==> src/rtl/display_serializer.sv <==
// display_serializer: BCD frame -> 7-segment bytes shifted out to a 595-style chain, then latched.
// Optional DISPLAY_SER_LZB_EN enables leading-zero blanking.  Rev 1.0
`default_nettype none

module display_serializer #(
  parameter int DIGITS    = 4,
  parameter int CLK_DIV   = 2,
  parameter int MSB_FIRST = 1
) (
  input  logic                  clk,
  input  logic                  rst_n,
  input  logic                  in_valid,
  output logic                  in_ready,
  input  logic [4*DIGITS-1:0]   bcd_in,
  input  logic [DIGITS-1:0]     dp_in,
  output logic                  ser_data,
  output logic                  ser_clk,
  output logic                  ser_latch,
  output logic                  busy,
  output logic                  done
);

  localparam int NBITS = 8 * DIGITS;
  localparam int CNT_W = $clog2(NBITS);
  localparam int DIV_W = (CLK_DIV > 1) ? $clog2(CLK_DIV) : 1;
  localparam logic [CNT_W-1:0] LAST_BIT = CNT_W'(NBITS - 1);
  localparam logic [DIV_W-1:0] DIV_LAST = DIV_W'(CLK_DIV - 1);

  typedef enum logic [1:0] {
    S_IDLE  = 2'd0,
    S_SHIFT = 2'd1,
    S_LATCH = 2'd2,
    S_DONE  = 2'd3
  } state_t;

  state_t                 r_state;
  logic [NBITS-2:0]       r_shreg;
  logic [CNT_W-1:0]       r_bit_cnt;
  logic [DIV_W-1:0]       r_div_cnt;

  logic [NBITS-1:0]       w_frame;
  logic [NBITS-2:0]       w_load;
  logic [NBITS-2:0]       w_shift;
  logic                   w_first;
  logic                   w_next;

  function automatic logic [7:0] seg7(input logic [3:0] n);
    logic [7:0] s;
    case (n)
      4'd0:    s = 8'hFC;
      4'd1:    s = 8'h60;
      4'd2:    s = 8'hDA;
      4'd3:    s = 8'hF2;
      4'd4:    s = 8'h66;
      4'd5:    s = 8'hB6;
      4'd6:    s = 8'hBE;
      4'd7:    s = 8'hE0;
      4'd8:    s = 8'hFE;
      4'd9:    s = 8'hF6;
      default: s = 8'h02;
    endcase
    return s;
  endfunction

  function automatic logic [NBITS-1:0] encode_frame(input logic [4*DIGITS-1:0] bcd,
                                                    input logic [DIGITS-1:0]   dp);
    logic [NBITS-1:0] f;
    logic [7:0]       code;
`ifdef DISPLAY_SER_LZB_EN
    logic             lead;
    lead = 1'b1;
`endif
    f = '0;
    // Walk from the most significant digit so blanking stops at the first nonzero nibble.
    for (int i = DIGITS - 1; i >= 0; i--) begin
      code = seg7(bcd[4*i +: 4]);
`ifdef DISPLAY_SER_LZB_EN
      if (bcd[4*i +: 4] != 4'd0) lead = 1'b0;
      if (lead && (i != 0)) code = 8'h00;
`endif
      f[8*i +: 8] = code | {7'd0, dp[i]};
    end
    return f;
  endfunction

  assign w_frame = encode_frame(bcd_in, dp_in);

  // ser_data holds the bit in flight; the shift register only keeps the bits still to come.
  generate
    if (MSB_FIRST != 0) begin : g_msb_first
      assign w_first = w_frame[NBITS-1];
      assign w_load  = w_frame[NBITS-2:0];
      assign w_next  = r_shreg[NBITS-2];
      assign w_shift = {r_shreg[NBITS-3:0], 1'b0};
    end else begin : g_lsb_first
      assign w_first = w_frame[0];
      assign w_load  = w_frame[NBITS-1:1];
      assign w_next  = r_shreg[0];
      assign w_shift = {1'b0, r_shreg[NBITS-2:1]};
    end
  endgenerate

  always_ff @(posedge clk or negedge rst_n) begin
    if (!rst_n) begin
      r_state   <= S_IDLE;
      r_shreg   <= '0;
      r_bit_cnt <= '0;
      r_div_cnt <= '0;
      in_ready  <= 1'b1;
      ser_data  <= 1'b0;
      ser_clk   <= 1'b0;
      ser_latch <= 1'b0;
      busy      <= 1'b0;
      done      <= 1'b0;
    end else begin
      case (r_state)
        S_IDLE: begin
          if (in_valid && in_ready) begin
            r_state   <= S_SHIFT;
            r_shreg   <= w_load;
            ser_data  <= w_first;
            ser_clk   <= 1'b0;
            r_bit_cnt <= '0;
            r_div_cnt <= '0;
            in_ready  <= 1'b0;
            busy      <= 1'b1;
          end
        end

        S_SHIFT: begin
          if (r_div_cnt == DIV_LAST) begin
            r_div_cnt <= '0;
            if (!ser_clk) begin
              ser_clk <= 1'b1;
            end else begin
              ser_clk <= 1'b0;
              if (r_bit_cnt == LAST_BIT) begin
                r_state   <= S_LATCH;
                ser_data  <= 1'b0;
                ser_latch <= 1'b1;
              end else begin
                r_bit_cnt <= r_bit_cnt + CNT_W'(1);
                ser_data  <= w_next;
                r_shreg   <= w_shift;
              end
            end
          end else begin
            r_div_cnt <= r_div_cnt + DIV_W'(1);
          end
        end

        S_LATCH: begin
          if (r_div_cnt == DIV_LAST) begin
            r_div_cnt <= '0;
            ser_latch <= 1'b0;
            done      <= 1'b1;
            r_state   <= S_DONE;
          end else begin
            r_div_cnt <= r_div_cnt + DIV_W'(1);
          end
        end

        S_DONE: begin
          done     <= 1'b0;
          busy     <= 1'b0;
          in_ready <= 1'b1;
          r_state  <= S_IDLE;
        end

        default: r_state <= S_IDLE;
      endcase
    end
  end

endmodule

`default_nettype wire
==> config.mk <==
export PLATFORM = sky130hd
export DESIGN_NAME = display_serializer
export DESIGN_NICKNAME = d
export VERILOG_FILES = /design/src/rtl/display_serializer.sv
export SDC_FILE = /design/constraint.sdc
export NUM_CORES = 1
export LEC_CHECK = 0
export ABC_CLOCK_PERIOD_IN_PS = 2900
export CORE_MARGIN = 10
export CORE_UTILIZATION = 59
export CTS_BUF_LIST = sky130_fd_sc_hd__clkbuf_2 sky130_fd_sc_hd__clkbuf_4 sky130_fd_sc_hd__clkbuf_8
export DETAILED_ROUTE_END_ITERATION = 6
export GPL_TIMING_DRIVEN = 1
export PLACE_DENSITY = 0.82
export SLEW_MARGIN = 20
export SYNTH_ARGS = -nofsm -noshare
export SYNTH_HDL_FRONTEND = slang
export SYNTH_SLANG_ARGS = --single-unit
export TNS_END_PERCENT = 50
==> constraint.sdc <==
create_clock -name clk -period 2.9 [get_ports clk]
set_clock_uncertainty 0.05 [all_clocks]
set_input_delay 0.87 -clock clk [delete_from_list [all_inputs] [get_ports clk]]
set_output_delay 0.87 -clock clk [all_outputs]
set_load 0.05 [all_outputs]
==> results of run 1 <==
## layer usage
layer | wire length, um | part of all wire, % | global-route usage, % | up-vias
met5 | 0 | 0 | 0 | -
met4 | 49 | 0.82 | 4.70 | 0
met3 | 171 | 2.8 | 3.08 | 7
met2 | 2830 | 47 | 26.3 | 37
met1 | 2950 | 49 | 18.0 | 1130
li1 | - | - | - | 1201
## power groups by stage
stage | Combinational, mW | Sequential [mW] | Clock (mW)
after global routing | 1.73 | 1.16 | 0.541
after floorplan | 1.08 | 1.20 | 0
final | 1.52 | 1.12 | 0.503
after CTS | 1.54 | 1.12 | 0.511
after detailed placement | 1.53 | 1.13 | 0
after global placement | 1.49 | 1.12 | 0
## logic make-up (layout without fill, tap and decap cells)
kind of cell    Yosys count  after routing  share of synthesized area [%]
simple gates             98             98                           16.6
fa+ha+maj                30             30                           12.7
buf+inv                  44             68                           6.34
compound gates           96             96                           21.8
mux                      13             13                           4.52
flops                    45             45                           38.1
## cell usage after synthesis, drive strengths merged
cell and n:
a21oi 14, nand4b 2, mux2i 10, o2bb2ai 2, mux2 3, o22ai 3, inv 25, o311a 1
ha 30, a31oi 3, a221o 3, o32a 1, nor4bb 2, buf 13, o31ai 3, nor3 8
nand2b 7, nor4b 4, nor2b 5, a21boi 1, nand3 3, or2 4, o21ai 40, a211oi 5
dfstp 1, dfrtp 44, a311oi 1, o221a 4, o41ai 4, or4 1, a221oi 1, a21o 4
a32oi 1, nor3b 1, nor2 13, and3 4, o221ai 5, or3 1, nand2 43, clkbuf 6
## worst paths after layout
kind,to,depth (start not counted),startpoint,slack [ns]
hold / removal,r_shreg[29],2,r_shreg[29],0.43
max in group asynchronous,r_shreg[5],2,rst_n,1.81
setup reg to reg,r_shreg[2],6,r_bit_cnt[0],0.57
setup / recovery,in_ready,1,in_ready,0.25
min in group asynchronous,r_state[1],2,rst_n,0.59
hold reg to reg,r_shreg[29],2,r_shreg[29],0.43
## flip-flops by register name, summed over array words and instances (netlist names)
register	cells
busy	1
done	1
in_ready	1
r_bit_cnt	5
r_div_cnt	1
r_shreg	31
r_state	2
ser_clk	1
ser_data	1
ser_latch	1
## metrics by stage
stage                     power (mW)  area (sq um)
after floorplan                 2.28          2960
after detailed placement        2.66          3280
final                           3.15          3400
after global routing            3.43          3400
after global placement          2.61          3280
after CTS                       3.17          3400
## final cells by class
cell class	instances	area share, %
Inverter	25	2.76
Timing Repair Buffer	35	9.65
Clock inverter	1	0.884
Clock buffer	7	2.65
Multi-Input combinational cell	237	48.4
Tap cell	67	2.47
Sequential cell	45	33.2
==> results.tsv, run 1 <==
stage	metric	value	unit
final_layout	drive_gt1_share	9.71	%
drt	drtIter0Drc	95	
power_and_ir_drop	p_sw	1.31	mW
floorplan	initial_core_util	61.9	%
drt	ant_nets	0	
place	hpwl	4270	um
global_route	grt-ovfl-total	0	
logic_synthesis	netlist.area_leader.share	37.2	%
timing	period_needed	2.65	ns
cts	post_cts_buffers	0	
cts	cts_sinks	45	
cts	ctsResizeCount	0	
power_and_ir_drop	p_clk_share	16.0	%
drt	drt-pass1-iter-count	4	
power_and_ir_drop	p_per_area	927	nW/um^2
timing	hold_viol	0	
floorplan	die_w	90.8	um
hold_path	hold_path_class	reg2reg	
final_layout	final_cell_mix	dfrtp_1, nand2_1, o21ai_0	
worst_setup_path	worst-setup-path-type	reg2out	
global_route	first_global_vias	2401	
run_status	status	complete, no violations	
final_layout	fin_cells	417	
worst_setup_path	cp.arrival	1.73	ns
worst_setup_path	cp_top_family	buffers and inverters	
global_route	grt_max_degree	46	
timing	hold_ws	0.431	ns
final_layout	syn_to_final_growth	14.8	%
power_and_ir_drop	swShare	41.6	%
logic_synthesis	syn_area	2960	sq um
worst_setup_path	critPathBufInv	1	
worst_setup_path	cp.required	1.98	ns
drt	wl	6000	um
worst_setup_path	start_kind	flip-flop	
power_and_ir_drop	pwr-share-comb	48.3	%
final_layout	regArea	1130	sq um
cts	root_buffer	clkbuf_8	
cts	cts.htree.levels	2	
logic_synthesis	synthTopCellsByArea	dfrtp_1, ha_1, o21ai_0, nand2_1, mux2i_1	
place	dp_slack	0.195	ns
floorplan	ios	29	
global_route	grt_usage	15.1	%
cts	numCtsBuffers	5	
place	io_buffers	28	
worst_setup_path	crit_path_top_delay_cell	clkdlybuf4s50_1	
place	dp_cells	409	
global_route	grt_pass1_wl	10700	um
cts	cts_buffer_depth	2	
drt	detail_route.wl_per_cell	14.4	um
final_layout	n_fill_cell	365	
timing	setup_ws	0.254	ns
power_and_ir_drop	p_int	1.84	mW
logic_synthesis	synth_seq_cells	45	
floorplan	die_y	90.8	um
final_layout	nets	402	
logic_synthesis	ys_types	46	
worst_setup_path	crit_chain	clkdlybuf4s50_1	
power_and_ir_drop	seqPwrFrac	35.7	%
logic_synthesis	syn_area_per_cell	9.08	sq um
timing	fmax	378	MHz
final_layout	diodes	0	
power_and_ir_drop	peakVddDrop	0.000502	V
logic_synthesis	ys_seq_area_share	38.1	%
final_layout	multi_input_area	1650	sq um
timing	setup_tns	0	ns
timing	period_share	91.2	%
cts	path_clk_slew	0.09	ns
timing	rsz0062_at_grt	no	
final_layout	postLayoutCoreUtil	71.0	%
worst_setup_path	cp_max_fo	5	
cts	cts_tree	done	
logic_synthesis	synth_top_area_cell	dfrtp_1	
floorplan	fp.coreArea	4790	sq um
timing	tightestPinTransition	0.574	ns
timing	setup_violations	0	
final_layout	final_common_cell	dfrtp_1	
drt	drc	0	
timing	slew_violations	0	
timing	slew_headroom	61.8	%
flow_run	cap_viol_max_count	0	
cts	insertion_delay	0.30	ns
floorplan	die-area	8250	sq um
global_route	antenna_found_initial	0	
worst_setup_path	critPathMaxStageDelay	0.82	ns
logic_synthesis	syn-num-nets	379	
place	gp_congestion	0.835	
logic_synthesis	syn_inst	326	
drt	vias	2375	
cts	holdBufCountCts	0	
worst_setup_path	critPathCaptureType	primary output	
floorplan	num_rows	25	
drt	vias_per_cell	5.70	
power_and_ir_drop	leakage	1.57	nW
logic_synthesis	ys.warnings.count	0	
Note: power is estimated with default switching activity, not from simulation.
==> inputs of run 2 (changes only) <==
--- a/config.mk
+++ b/config.mk
@@ -12,6 +12,7 @@
 export DETAILED_ROUTE_END_ITERATION = 6
 export GPL_TIMING_DRIVEN = 1
 export PLACE_DENSITY = 0.82
+export RECOVER_POWER = 25
 export SLEW_MARGIN = 20
 export SYNTH_ARGS = -nofsm -noshare
 export SYNTH_HDL_FRONTEND = slang
==> run 2 against run 1 <==
Effect of this change:
- die area unchanged
- critical path type unchanged
- worst setup slack unchanged
- clock power about the same
- critical endpoint unchanged
- utilization decreased by 0.052 points
==> results.tsv, run 2 (same netlist as run 1, synthesis figures left out) <==
stage	metric	value	unit	change
power_and_ir_drop	p_per_area	928	nW/um^2	about the same
worst_setup_path	cp.required	1.98	ns	about the same
global_route	first_global_vias	2401		unchanged
drt	wl	6000	um	about the same
place	dp_cells	409		unchanged
worst_setup_path	reg2reg_setup_slack	0.57	ns	about the same
final_layout	diodes	0		unchanged
timing	slew_headroom	25.8	%	-36 points
timing	setup_tns	0	ns	unchanged
worst_setup_path	crit_chain	clkdlybuf4s50_1		
power_and_ir_drop	peakVddDrop	0.000502	V	about the same
drt	vias	2375		unchanged
timing	period_needed	2.65	ns	unchanged
final_layout	syn_to_final_growth	14.7	%	about the same
floorplan	die-area	8250	sq um	unchanged
cts	ctsResizeCount	0		unchanged
flow_run	cap_viol_max_count	0		unchanged
worst_setup_path	worst-setup-path-type	reg2out		
cts	root_buffer	clkbuf_8		
final_layout	postLayoutCoreUtil	71.0	%	about the same
cts	cts_tree	done		
cts	numCtsBuffers	5		unchanged
global_route	antenna_found_initial	0		unchanged
timing	hold_viol	0		unchanged
worst_setup_path	cp_top_family	buffers and inverters		
worst_setup_path	critPathMaxStageDelay	0.82	ns	about the same
power_and_ir_drop	power	3.15	mW	about the same
cts	post_cts_buffers	0		unchanged
worst_setup_path	start_kind	flip-flop		
power_and_ir_drop	leakage	1.57	nW	about the same
place	io_buffers	28		unchanged
global_route	grt_usage	15.1	%	unchanged
global_route	grt-ovfl-total	0		unchanged
worst_setup_path	critPathCaptureType	primary output		
final_layout	final_cell_mix	dfrtp_1, nand2_1, o21ai_0		
place	hpwl	4270	um	unchanged
final_layout	regMostFlops	r_shreg		
drt	drtIter0Drc	95		unchanged
drt	drc	0		unchanged
worst_setup_path	cp_max_fo	5		unchanged
cts	cts.htree.levels	2		unchanged
timing	setup_violations	0		unchanged
final_layout	drive_gt1_share	9.71	%	unchanged
timing	rsz0062_at_grt	no		
timing	slew_violations	0		unchanged
drt	detail_route.wl_per_cell	14.4	um	about the same
worst_setup_path	critPathBufInv	1		unchanged
global_route	grt_pass1_wl	10700	um	unchanged
run_status	status	complete, no violations		
floorplan	die_y	90.8	um	unchanged
drt	ant_nets	0		unchanged
floorplan	ios	29		unchanged
global_route	grt_max_degree	46		unchanged
cts	cts_sinks	45		unchanged
hold_path	hold_path_class	reg2reg		
floorplan	num_rows	25		unchanged
floorplan	initial_core_util	61.9	%	unchanged
place	gp_congestion	0.835		unchanged
timing	fmax	378	MHz	unchanged
worst_setup_path	crit_path_top_delay_cell	clkdlybuf4s50_1		
final_layout	nets	402		unchanged
cts	path_clk_slew	0.09	ns	about the same
drt	vias_per_cell	5.70		unchanged
final_layout	largest_register_ffs	31		unchanged
timing	tightestPinTransition	1.11	ns	+0.539 ns
floorplan	die_w	90.8	um	unchanged
floorplan	fp.coreArea	4790	sq um	unchanged
worst_setup_path	cp.arrival	1.73	ns	about the same
final_layout	top_regs	r_shreg (31), r_bit_cnt (5), r_state (2)		
timing	period_share	91.2	%	unchanged
cts	holdBufCountCts	0		unchanged
cts	cts_buffer_depth	2		unchanged
timing	hold_ws	0.431	ns	unchanged
final_layout	final_common_cell	dfrtp_1		
cts	insertion_delay	0.30	ns	about the same
drt	drt-pass1-iter-count	4		unchanged
final_layout	fin_cells	417		unchanged
[run 2: cell count changes in the layout (fill, tap and decap cells not counted), sizes merged]
cell | before | now
clkbuf | 7 | 8
buf | 8 | 7
[run 2: layer usage]
layer | wire length (um) | share of wire, % | track usage, %
met1 | 2950 | 49 | 18.0
met2 | 2830 | 47 | 26.3
met3 | 171 | 2.9 | 3.08
met4 | 49 | 0.82 | 4.70
met5 | 0 | 0 | 0
[run 2: where the power goes]
part           total, mW  internal [mW]  switching, mW
logic               1.52          0.620          0.903
clock network      0.503          0.291          0.213
registers           1.12          0.928          0.196
[run 2: final cells by class]
| type | count | area (sq um) |
|---|---|---|
| timing repair buffer | 35 | 325 |
| tap | 67 | 83.8 |
| clock inverter | 1 | 30.0 |
| clock buffer | 7 | 90.1 |
| inverter | 25 | 93.8 |
| multi-input combinational | 237 | 1650 |
| sequential | 45 | 1130 |
| fill | 366 | 1390 |
[run 2: final timing paths]
check | startpoint | end | cells past startpoint
worst max-delay path | in_ready | in_ready | 1
worst min-delay path | r_shreg[29] | r_shreg[29] | 2
worst max register to register | r_bit_cnt[0] | r_shreg[2] | 6
worst min register to register | r_shreg[29] | r_shreg[29] | 2
max in group asynchronous | rst_n | r_shreg[5] | 2
min in group asynchronous | rst_n | r_state[1] | 2
[run 2: worst reg2reg max path: stages (launching register included)]
cell and delay, ns:
dfrtp_1 0.43, ha_1 0.22, and3_1 0.15, ha_1 0.26, nand4b_2 0.27, a21oi_2 0.45, mux2_2 0.39
[run 2: per-stage QoR]
stage                     setup slack, ns  cell area [sq um]
after detailed placement            0.195               3280
after global placement              0.286               3280
after CTS                           0.244               3400
after global routing                0.210               3400
after floorplan                     0.834               2960
final                               0.254               3400
==> inputs of run 3 (changes only) <==
--- a/config.mk
+++ b/config.mk
@@ -12,7 +12,6 @@
 export DETAILED_ROUTE_END_ITERATION = 6
 export GPL_TIMING_DRIVEN = 1
 export PLACE_DENSITY = 0.82
-export RECOVER_POWER = 25
 export SLEW_MARGIN = 20
 export SYNTH_ARGS = -nofsm -noshare
 export SYNTH_HDL_FRONTEND = slang
==> results of run 3 <==
Same layout as run 1: the final DEF is identical, and so are final timing and power.
